[config.mk]
export PLATFORM = sky130hd
export DESIGN_NAME = commfifo_tx_arbiter
export DESIGN_NICKNAME = d
export VERILOG_FILES = /design/src/rtl/commfifo_pkg.sv /design/src/rtl/commfifo_rr_pick.sv /design/src/rtl/commfifo_tx_arbiter.sv
export SDC_FILE = /design/constraint.sdc
export NUM_CORES = 1
export LEC_CHECK = 0
export ABC_AREA = 1
export CAP_MARGIN = 20
export CORE_UTILIZATION = 45
export DETAILED_ROUTE_END_ITERATION = 10
export PLACE_DENSITY = 0.81
export SLEW_MARGIN = 20
export SYNTH_ARGS = -nofsm -noshare
export SYNTH_HDL_FRONTEND = slang
export SYNTH_SLANG_ARGS = --single-unit
[constraint.sdc]
create_clock -name i_clk -period 2.85 [get_ports i_clk]
set_clock_uncertainty 0.2 [all_clocks]
set_input_delay 0.57 -clock i_clk [delete_from_list [all_inputs] [get_ports i_clk]]
set_output_delay 0.57 -clock i_clk [all_outputs]
set_load 0.02 [all_outputs]
[src/rtl/commfifo_pkg.sv]
// Shared types and header layout for the comm FIFO transmit arbiter.
// Frame header: tag [7:4], continuation flag [3], channel id [2:0].
package commfifo_pkg;

  localparam int unsigned ID_W         = 3;
  localparam logic [3:0]  HDR_TAG      = 4'hC;
  localparam int unsigned HDR_TAG_LSB  = 4;
  localparam int unsigned HDR_CONT_BIT = 3;
  localparam int unsigned HDR_ID_LSB   = 0;

  localparam logic [1:0] ST_IDLE = 2'd0;
  localparam logic [1:0] ST_HDR  = 2'd1;
  localparam logic [1:0] ST_DATA = 2'd2;
  localparam logic [1:0] ST_CSUM = 2'd3;

  typedef enum logic [1:0] {
    IDLE = ST_IDLE,
    HDR  = ST_HDR,
    DATA = ST_DATA,
    CSUM = ST_CSUM
  } state_e;

  function automatic logic [7:0] hdr_byte(input logic cont, input logic [ID_W-1:0] id);
    logic [7:0] h;
    h = '0;
    h[HDR_TAG_LSB +: 4]    = HDR_TAG;
    h[HDR_CONT_BIT]        = cont;
    h[HDR_ID_LSB +: ID_W]  = id;
    return h;
  endfunction

endpackage

[src/rtl/commfifo_rr_pick.sv]
// Combinational round-robin picker: first requester searching upward from last+1 (mod NCH).
module commfifo_rr_pick
  import commfifo_pkg::*;
#(
  parameter int unsigned NCH = 4
) (
  input  logic [NCH-1:0]  req,
  input  logic [ID_W-1:0] last,
  output logic [ID_W-1:0] grant,
  output logic            any
);

  always_comb begin
    grant = '0;
    any   = 1'b0;
    // Offset i walks the ring starting just after the last grant; first hit wins.
    for (int unsigned i = 1; i <= NCH; i++) begin
      for (int unsigned k = 0; k < NCH; k++) begin
        if (!any && req[k] && (k == (32'(last) + i) % NCH)) begin
          any   = 1'b1;
          grant = k[ID_W-1:0];
        end
      end
    end
  end

endmodule

[src/rtl/commfifo_tx_arbiter.sv]
// Round-robin, burst-framed arbiter sharing one host FIFO write port among NCH byte sources.
// Optional per-frame XOR checksum byte when COMMFIFO_TX_ARBITER_CSUM_EN is defined.
module commfifo_tx_arbiter
  import commfifo_pkg::*;
#(
  parameter int unsigned NCH      = 4,
  parameter int unsigned MAXBURST = 16,
  parameter int unsigned BW       = 8
) (
  input  logic              i_clk,
  input  logic              i_reset,
  input  logic [NCH-1:0]    i_req,
  input  logic [NCH*BW-1:0] i_data,
  input  logic [NCH-1:0]    i_last,
  output logic [NCH-1:0]    o_ack,
  output logic              o_wr,
  output logic [BW-1:0]     o_data,
  input  logic              i_full_n,
  output logic              o_busy,
  output logic [ID_W-1:0]   o_grant
);

  state_e          state;
  logic [ID_W-1:0] gnt;
  logic [ID_W-1:0] rr;
  logic [NCH-1:0]  cont;
  logic [7:0]      count;
`ifdef COMMFIFO_TX_ARBITER_CSUM_EN
  logic [BW-1:0]   csum;
`endif

  logic [ID_W-1:0] pick;
  logic            pick_any;
  logic [NCH-1:0]  gnt_oh;
  logic            req_g;
  logic            last_g;
  logic            cont_g;
  logic [BW-1:0]   data_g;
  logic            data_wr;
  logic            frame_end;

  commfifo_rr_pick #(.NCH(NCH)) u_pick (
    .req   (i_req),
    .last  (rr),
    .grant (pick),
    .any   (pick_any)
  );

  always_comb begin
    data_g = '0;
    for (int unsigned k = 0; k < NCH; k++) begin
      gnt_oh[k] = (gnt == k[ID_W-1:0]);
      if (gnt_oh[k]) data_g = i_data[k*BW +: BW];
    end
  end

  assign req_g     = |(i_req & gnt_oh);
  assign last_g    = |(i_last & gnt_oh);
  assign cont_g    = |(cont & gnt_oh);
  assign data_wr   = (state == DATA) && req_g && i_full_n;
  assign frame_end = last_g || (count == 8'(MAXBURST - 1));
  assign o_busy    = (state != IDLE);
  assign o_grant   = gnt;
  assign o_ack     = data_wr ? gnt_oh : '0;

  always_comb begin
    o_wr   = 1'b0;
    o_data = '0;
    case (state)
      HDR: if (i_full_n) begin
        o_wr   = 1'b1;
        o_data = hdr_byte(cont_g, gnt);
      end
      DATA: if (data_wr) begin
        o_wr   = 1'b1;
        o_data = data_g;
      end
`ifdef COMMFIFO_TX_ARBITER_CSUM_EN
      CSUM: if (i_full_n) begin
        o_wr   = 1'b1;
        o_data = csum;
      end
`endif
      default: ;
    endcase
  end

  always_ff @(posedge i_clk) begin
    if (i_reset) begin
      state <= IDLE;
      gnt   <= '0;
      rr    <= ID_W'(NCH - 1);
      cont  <= '0;
      count <= '0;
`ifdef COMMFIFO_TX_ARBITER_CSUM_EN
      csum  <= '0;
`endif
    end else begin
      case (state)
        IDLE: if (pick_any) begin
          gnt   <= pick;
          count <= '0;
`ifdef COMMFIFO_TX_ARBITER_CSUM_EN
          csum  <= '0;
`endif
          state <= HDR;
        end
        HDR: if (i_full_n) state <= DATA;
        DATA: if (data_wr) begin
          count <= count + 8'd1;
`ifdef COMMFIFO_TX_ARBITER_CSUM_EN
          csum  <= csum ^ data_g;
`endif
          if (frame_end) begin
            // A frame cut by the burst limit (no last) marks the channel as continuing.
            cont  <= (cont & ~gnt_oh) | (last_g ? '0 : gnt_oh);
            rr    <= gnt;
`ifdef COMMFIFO_TX_ARBITER_CSUM_EN
            state <= CSUM;
`else
            state <= IDLE;
`endif
          end
        end
`ifdef COMMFIFO_TX_ARBITER_CSUM_EN
        CSUM: if (i_full_n) state <= IDLE;
`endif
        default: state <= IDLE;
      endcase
    end
  end

endmodule

==> flow_summary.json, run 1 <==
{
  "status": "finished, final reports clean",
  "core_um2": 3390,
  "async_reset_ff_frac": 0,
  "finalSetupViolCount": 0,
  "syn-num-nets": 299,
  "cts_max_path_buffers": 2,
  "area_delta_synth_final_pct": 49.34,
  "postLayoutCoreUtil": 0.7095,
  "min_path_cells": 2,
  "pwr-share-clk": 0.106,
  "synth_edf_count": 0,
  "synthCells": 251,
  "antenna_found_initial": 0,
  "start_util": 0.4751,
  "cts_root_buf": "clkbuf_4",
  "io_buffers": 58,
  "cp_data_arrival_time_ns": 1.96,
  "grt.overflow.total": 0,
  "nets": 381,
  "period_share": 0.9594,
  "num_vias": 2006,
  "syn_area_um2": 1610,
  "ys_warn_count": 0,
  "place.gp.congestion": 0.8659,
  "end_kind": "primary output",
  "rows": 21,
  "dieArea_um2": 3822,
  "powerDensity_nw_per_um2": 640.8,
  "yosysSeqAreaShare": 0.2238,
  "clkLatencyLatePin_ns": 0.30,
  "cts_buffers": 3,
  "p_leak_nw": 1.065,
  "drt-total-wl_mm": 4.994,
  "drive_gt1_frac": 0.2229,
  "pwr-share-comb": 0.677,
  "worst_r2r_path_depth": 12,
  "ys_ff_latch": 18,
  "power.internal_uw": 785.5,
  "io_pins": 60,
  "total_power_mw": 1.541,
  "grt_max_degree": 14,
  "cts_num_sinks": 18,
  "drtIter0Drc": 82,
  "hold_path.class": "flop to flop",
  "drc_errors": 0,
  "timing.max_cap.violations": 0,
  "power_switching_share": 0.4903,
  "mostFrequentLayoutCells": "nor2_1, clkdlybuf4s50_1, nand2_1",
  "cp.required_ns": 2.08,
  "postRouteAntennaNets": 0,
  "place_hpwl_mm": 3.825,
  "first_pass_iters": 4,
  "h-tree-depth": 1,
  "holdWs_ns": 0.2864,
  "p_sw_uw": 755.6,
  "grt_pass1_vias": 1755,
  "grtUsageTotal": 0.2530,
  "fmax_mhz": 365.7,
  "cts_tree": "built",
  "cts_setup_buffers": 0,
  "path_clk_slew_ns": 0.10,
  "crit_fanout": 3,
  "avgViaCountPerCell": 5.307,
  "critical_path_class": "primary input to primary output",
  "fp.dieH_um": 61.82,
  "vdd_drop_max_v": 0.0004458,
  "syn_avg_cell_area_um2": 6.416,
  "wl_per_cell_um": 13.21,
  "min_period_ns": 2.734,
  "die_x_um": 61.82,
  "setup_tns_ns": 0,
  "hold_viol_final": 0,
  "final_max_slew_viol_count": 0,
  "n_antenna_cell": 0,
  "startpoint_type": "primary input",
  "netlist-cell-type-count": 36,
  "p_seq_frac": 0.216,
  "grt_pass1_wl_mm": 7.272,
  "synth_ff_type": "dfxtp_1"
}
logic make-up after synthesis:
family | synth area share
simple gates | 0.3807
compound gates | 0.2300
buf+inv | 0.1026
flops | 0.2238
fa+ha+maj | 0.03885
xor+xnor | 0.02176
other cells | 0.002329
critical path, cell delays in order:
cell and delay, ns:
clkdlybuf4s50_1 0.45, a221oi_2 0.29, nor3_2 0.08, inv_2 0.08, nor2_4 0.05, nor2_1 0.13
inv_1 0.07, clkdlybuf4s15_2 0.25
routing by layer:
metal	track usage	vias to the layer above	part of all wire	wire length, um
met5	0	-	0	0
met4	0.07937	0	0.010	52
met3	0.05176	8	0.10	502
met2	0.4731	81	0.48	2373
met1	0.2863	899	0.41	2066
li1	-	1018	-	-
repair_timing:
item | in CTS | in global routing
endpoints found under the setup margin | 13 | 12
hold buffers | 0 | 0
pin swaps | 0 | 3
resized for setup | 55 | 8
cells in the mapped netlist, types with 4 or more instances:
master,count,area share
nand3_1,19,0.059
nand4_1,4,0.016
nand2_1,33,0.077
nor2_1,44,0.10
a221oi_1,8,0.044
inv_1,32,0.075
a21oi_1,13,0.040
o21ai_0,16,0.050
nand2_2,4,0.016
dfxtp_1,18,0.22
a211oi_1,4,0.019
ha_1,5,0.039
nand3_2,4,0.025
inv_2,4,0.0093
nor2_2,6,0.023
power by group through the flow:
stage	Combinational, mW	Sequential (mW)	Clock (mW)
after global placement	1.00	0.334	0
after CTS	1.02	0.331	0.166
after detailed placement	1.02	0.337	0
after floorplan	0.609	0.350	0
final	1.04	0.333	0.164
after global routing	1.14	0.338	0.183
layout make-up:
class,count,area [um2]
Tap cell,46,57.56
Timing Repair Buffer,82,709.4
Inverter,36,135.1
Multi-Input combinational cell,192,1105
Sequential cell,18,361.6
Fill cell,292,984.7
Clock buffer,4,36.28
metrics by stage:
step | setup WS [ns] | instances | area [um2]
2_1_floorplan | 0.1165 | 251 | 1610
3_3_place_gp | -0.4723 | 374 | 2399
3_5_place_dp | -0.5207 | 374 | 2399
4_1_cts | 0.01042 | 378 | 2379
5_1_grt | -0.02021 | 378 | 2405
6_report | 0.1156 | 378 | 2405
worst paths after layout:
kind | start | endpoint | slack (ns)
worst max-delay path | i_req[0] | o_wr | 0.12
worst min-delay path | count[3]$_SDFFE_PP0P_ | count[3]$_SDFFE_PP0P_ | 0.29
worst max register to register | o_grant[1]$_SDFFE_PP0P_ | state[0]$_SDFFE_PP0P_ | 0.53
worst min register to register | count[3]$_SDFFE_PP0P_ | count[3]$_SDFFE_PP0P_ | 0.29
No activity file was read; power rests on OpenSTA's default activity.
==> run 2: changes to the inputs <==
- ABC_AREA: 1 -> unset
- CORE_MARGIN: unset -> 2
- CORE_UTILIZATION: 45 -> 44
==> flow_summary.json, run 2 <==
{
  "syn-num-nets": 214,
  "syn_area_um2": 1504,
  "rsz0062_at_grt": "no",
  "power_switching_share": 0.4122,
  "dieArea_um2": 3902,
  "place_area_um2": 2242,
  "finalSetupViolCount": 0,
  "synthCells": 166,
  "ys_ff_latch": 18,
  "num_vias": 1657,
  "status": "finished, final reports clean",
  "drt-total-wl_mm": 4.609,
  "n_antenna_cell": 0,
  "async_reset_ff_frac": 0,
  "die_x_um": 62.47,
  "dpl.cell_count": 278,
  "pre_cts_ws_ns": -0.3607,
  "synth_common_cells": "dfxtp_1, a21oi_1, nand2_1",
  "stdcell_area_um2": 2228,
  "fmax_mhz": 359.3,
  "fill_cells": 284,
  "worst_pin_slew_ns": 0.5771,
  "final_cells": 281,
  "pwr-share-clk": 0.109,
  "hold_viol_final": 0,
  "clkLatencyLatePin_ns": 0.29,
  "slew_headroom": 0.6053,
  "first_pass_iters": 5,
  "critical_path_class": "primary input to primary output",
  "hold_path.class": "flop to flop",
  "end_kind": "primary output",
  "crit_fanout": 10,
  "drtIter0Drc": 151,
  "cp_data_arrival_time_ns": 2.01,
  "seq_area_um2": 361.6,
  "place_hpwl_mm": 3.677,
  "layout_commonest_cell": "clkdlybuf4s50_1",
  "crit_chain": "clkdlybuf4s50_1 -> mux2_2 -> a22o_4 -> nand2_1 -> nand2_1 -> dlygate4sd2_1",
  "holdBufCountCts": 0,
  "yosys.cell_count.top_type": "dfxtp_1",
  "grt_max_degree": 17,
  "postLayoutCoreUtil": 0.6731,
  "synth_ff_type": "dfxtp_1",
  "p_sw_uw": 479.1,
  "vdd_drop_max_v": 0.0004298,
  "grtUsageTotal": 0.2387,
  "period_share": 0.9766,
  "synth_area_leader_cell": "dfxtp_1",
  "syn_avg_cell_area_um2": 9.060,
  "synth_edf_count": 0,
  "yosysSeqAreaShare": 0.2396,
  "cts_setup_buffers": 0,
  "powerDensity_nw_per_um2": 521.6,
  "nets": 285,
  "netlist-cell-type-count": 46,
  "core_um2": 3311,
  "pwr-share-comb": 0.618,
  "path_delay_family": "buffers and inverters",
  "p_seq_frac": 0.273,
  "path_clk_slew_ns": 0.10,
  "ys_warn_count": 0,
  "cts_max_path_buffers": 2,
  "timing.max_cap.violations": 0,
  "cts_num_sinks": 18,
  "wl_per_cell_um": 16.40,
  "drive_gt1_frac": 0.1787,
  "synth.area.top_cells": "dfxtp_1, mux4_1, mux4_2",
  "mostFrequentLayoutCells": "clkdlybuf4s50_1, buf_4, dfxtp_1",
  "power.internal_uw": 683.2,
  "io_buffers": 58,
  "min_period_ns": 2.783,
  "grt_pass1_wl_mm": 7.679,
  "ctsResizeCount": 25,
  "h-tree-depth": 1,
  "setup_ws_ns": 0.06677,
  "avgViaCountPerCell": 5.897,
  "cpPeakStageDelay_ns": 0.42,
  "cp.required_ns": 2.08,
  "cp_common_cell": "nand2_1",
  "multi_input_area_um2": 1067,
  "synthDominantCellAreaShare": 0.2396,
  "startpoint_type": "primary input",
  "grt_pass1_vias": 1690,
  "place.gp.congestion": 0.8474,
  "start_util": 0.4543,
  "grt.overflow.total": 0,
  "cts_tree": "built",
  "final_max_slew_viol_count": 0,
  "postRouteAntennaNets": 0,
  "fp.dieH_um": 62.47,
  "cts_root_buf": "clkbuf_4",
  "io_pins": 60,
  "p_leak_nw": 0.9111,
  "rows": 21,
  "cts_buffers": 3,
  "cp_num_buf_inv": 2,
  "area_delta_synth_final_pct": 48.17,
  "antenna_found_initial": 0,
  "crit_slowest_cell": "clkdlybuf4s50_1",
  "drc_errors": 0
}
[run 2: path summary, 6_finish.rpt]
path | from | to | slack, ns | cells past startpoint
worst min register to register | count[7]$_SDFFE_PP0P_ | count[7]$_SDFFE_PP0P_ | 0.29 | 2
worst max register to register | state[0]$_SDFFE_PP0P_ | count[5]$_SDFFE_PP0P_ | 0.57 | 8
worst min-delay path | count[7]$_SDFFE_PP0P_ | count[7]$_SDFFE_PP0P_ | 0.29 | 2
worst max-delay path | i_req[0] | o_wr | 0.07 | 6
[run 2: worst reg2reg max path, cell delays in order (launching register included)]
cell	delay (ns)
dfxtp_1	0.38
inv_1	0.09
ha_1	0.23
buf_4	0.17
inv_1	0.16
a222oi_1	0.14
buf_4	0.20
or4_1	0.48
a21oi_1	0.18
[run 2: routing by layer]
layer | track usage | part of all wire
met1 | 0.2787 | 0.40
met2 | 0.4583 | 0.53
met3 | 0.04685 | 0.065
met4 | 0.03056 | 0.0052
met5 | 0 | 0
[run 2: area by class of cell]
cell class	instances	area share
multi-input cells	130	0.4789
flip-flops and latches	18	0.1623
well taps	46	0.02583
clock buffers	3	0.01011
inverters	6	0.01011
repair buffers	78	0.3127
[run 2: power by group through the flow]
stage	registers [mW]	clock network [mW]	logic, mW
floorplan	0.321	0	0.446
global placement	0.318	0	0.690
detailed placement	0.321	0	0.710
CTS	0.316	0.130	0.712
global route	0.323	0.144	0.772
finish	0.317	0.127	0.719
[run 2: kinds of logic after synthesis]
logic type / after synthesis / synth area share
AOI/OAI and AO/OA: 55 / 0.2712
and+or+nand+nor: 55 / 0.1955
buffers and inverters: 18 / 0.05656
DFF: 18 / 0.2396
muxes: 14 / 0.1930
adders and majority gates: 5 / 0.04160
other: 1 / 0.002493
[run 2: per-stage QoR]
stage	total power, mW	TNS (ns)	hold slack (ns)
after floorplan	0.7678	0	0.2460
after global placement	1.008	-3.156	0.2622
after detailed placement	1.031	-3.445	0.2747
after CTS	1.157	0	0.2890
after global routing	1.239	0	0.3101
final	1.162	0	0.2857
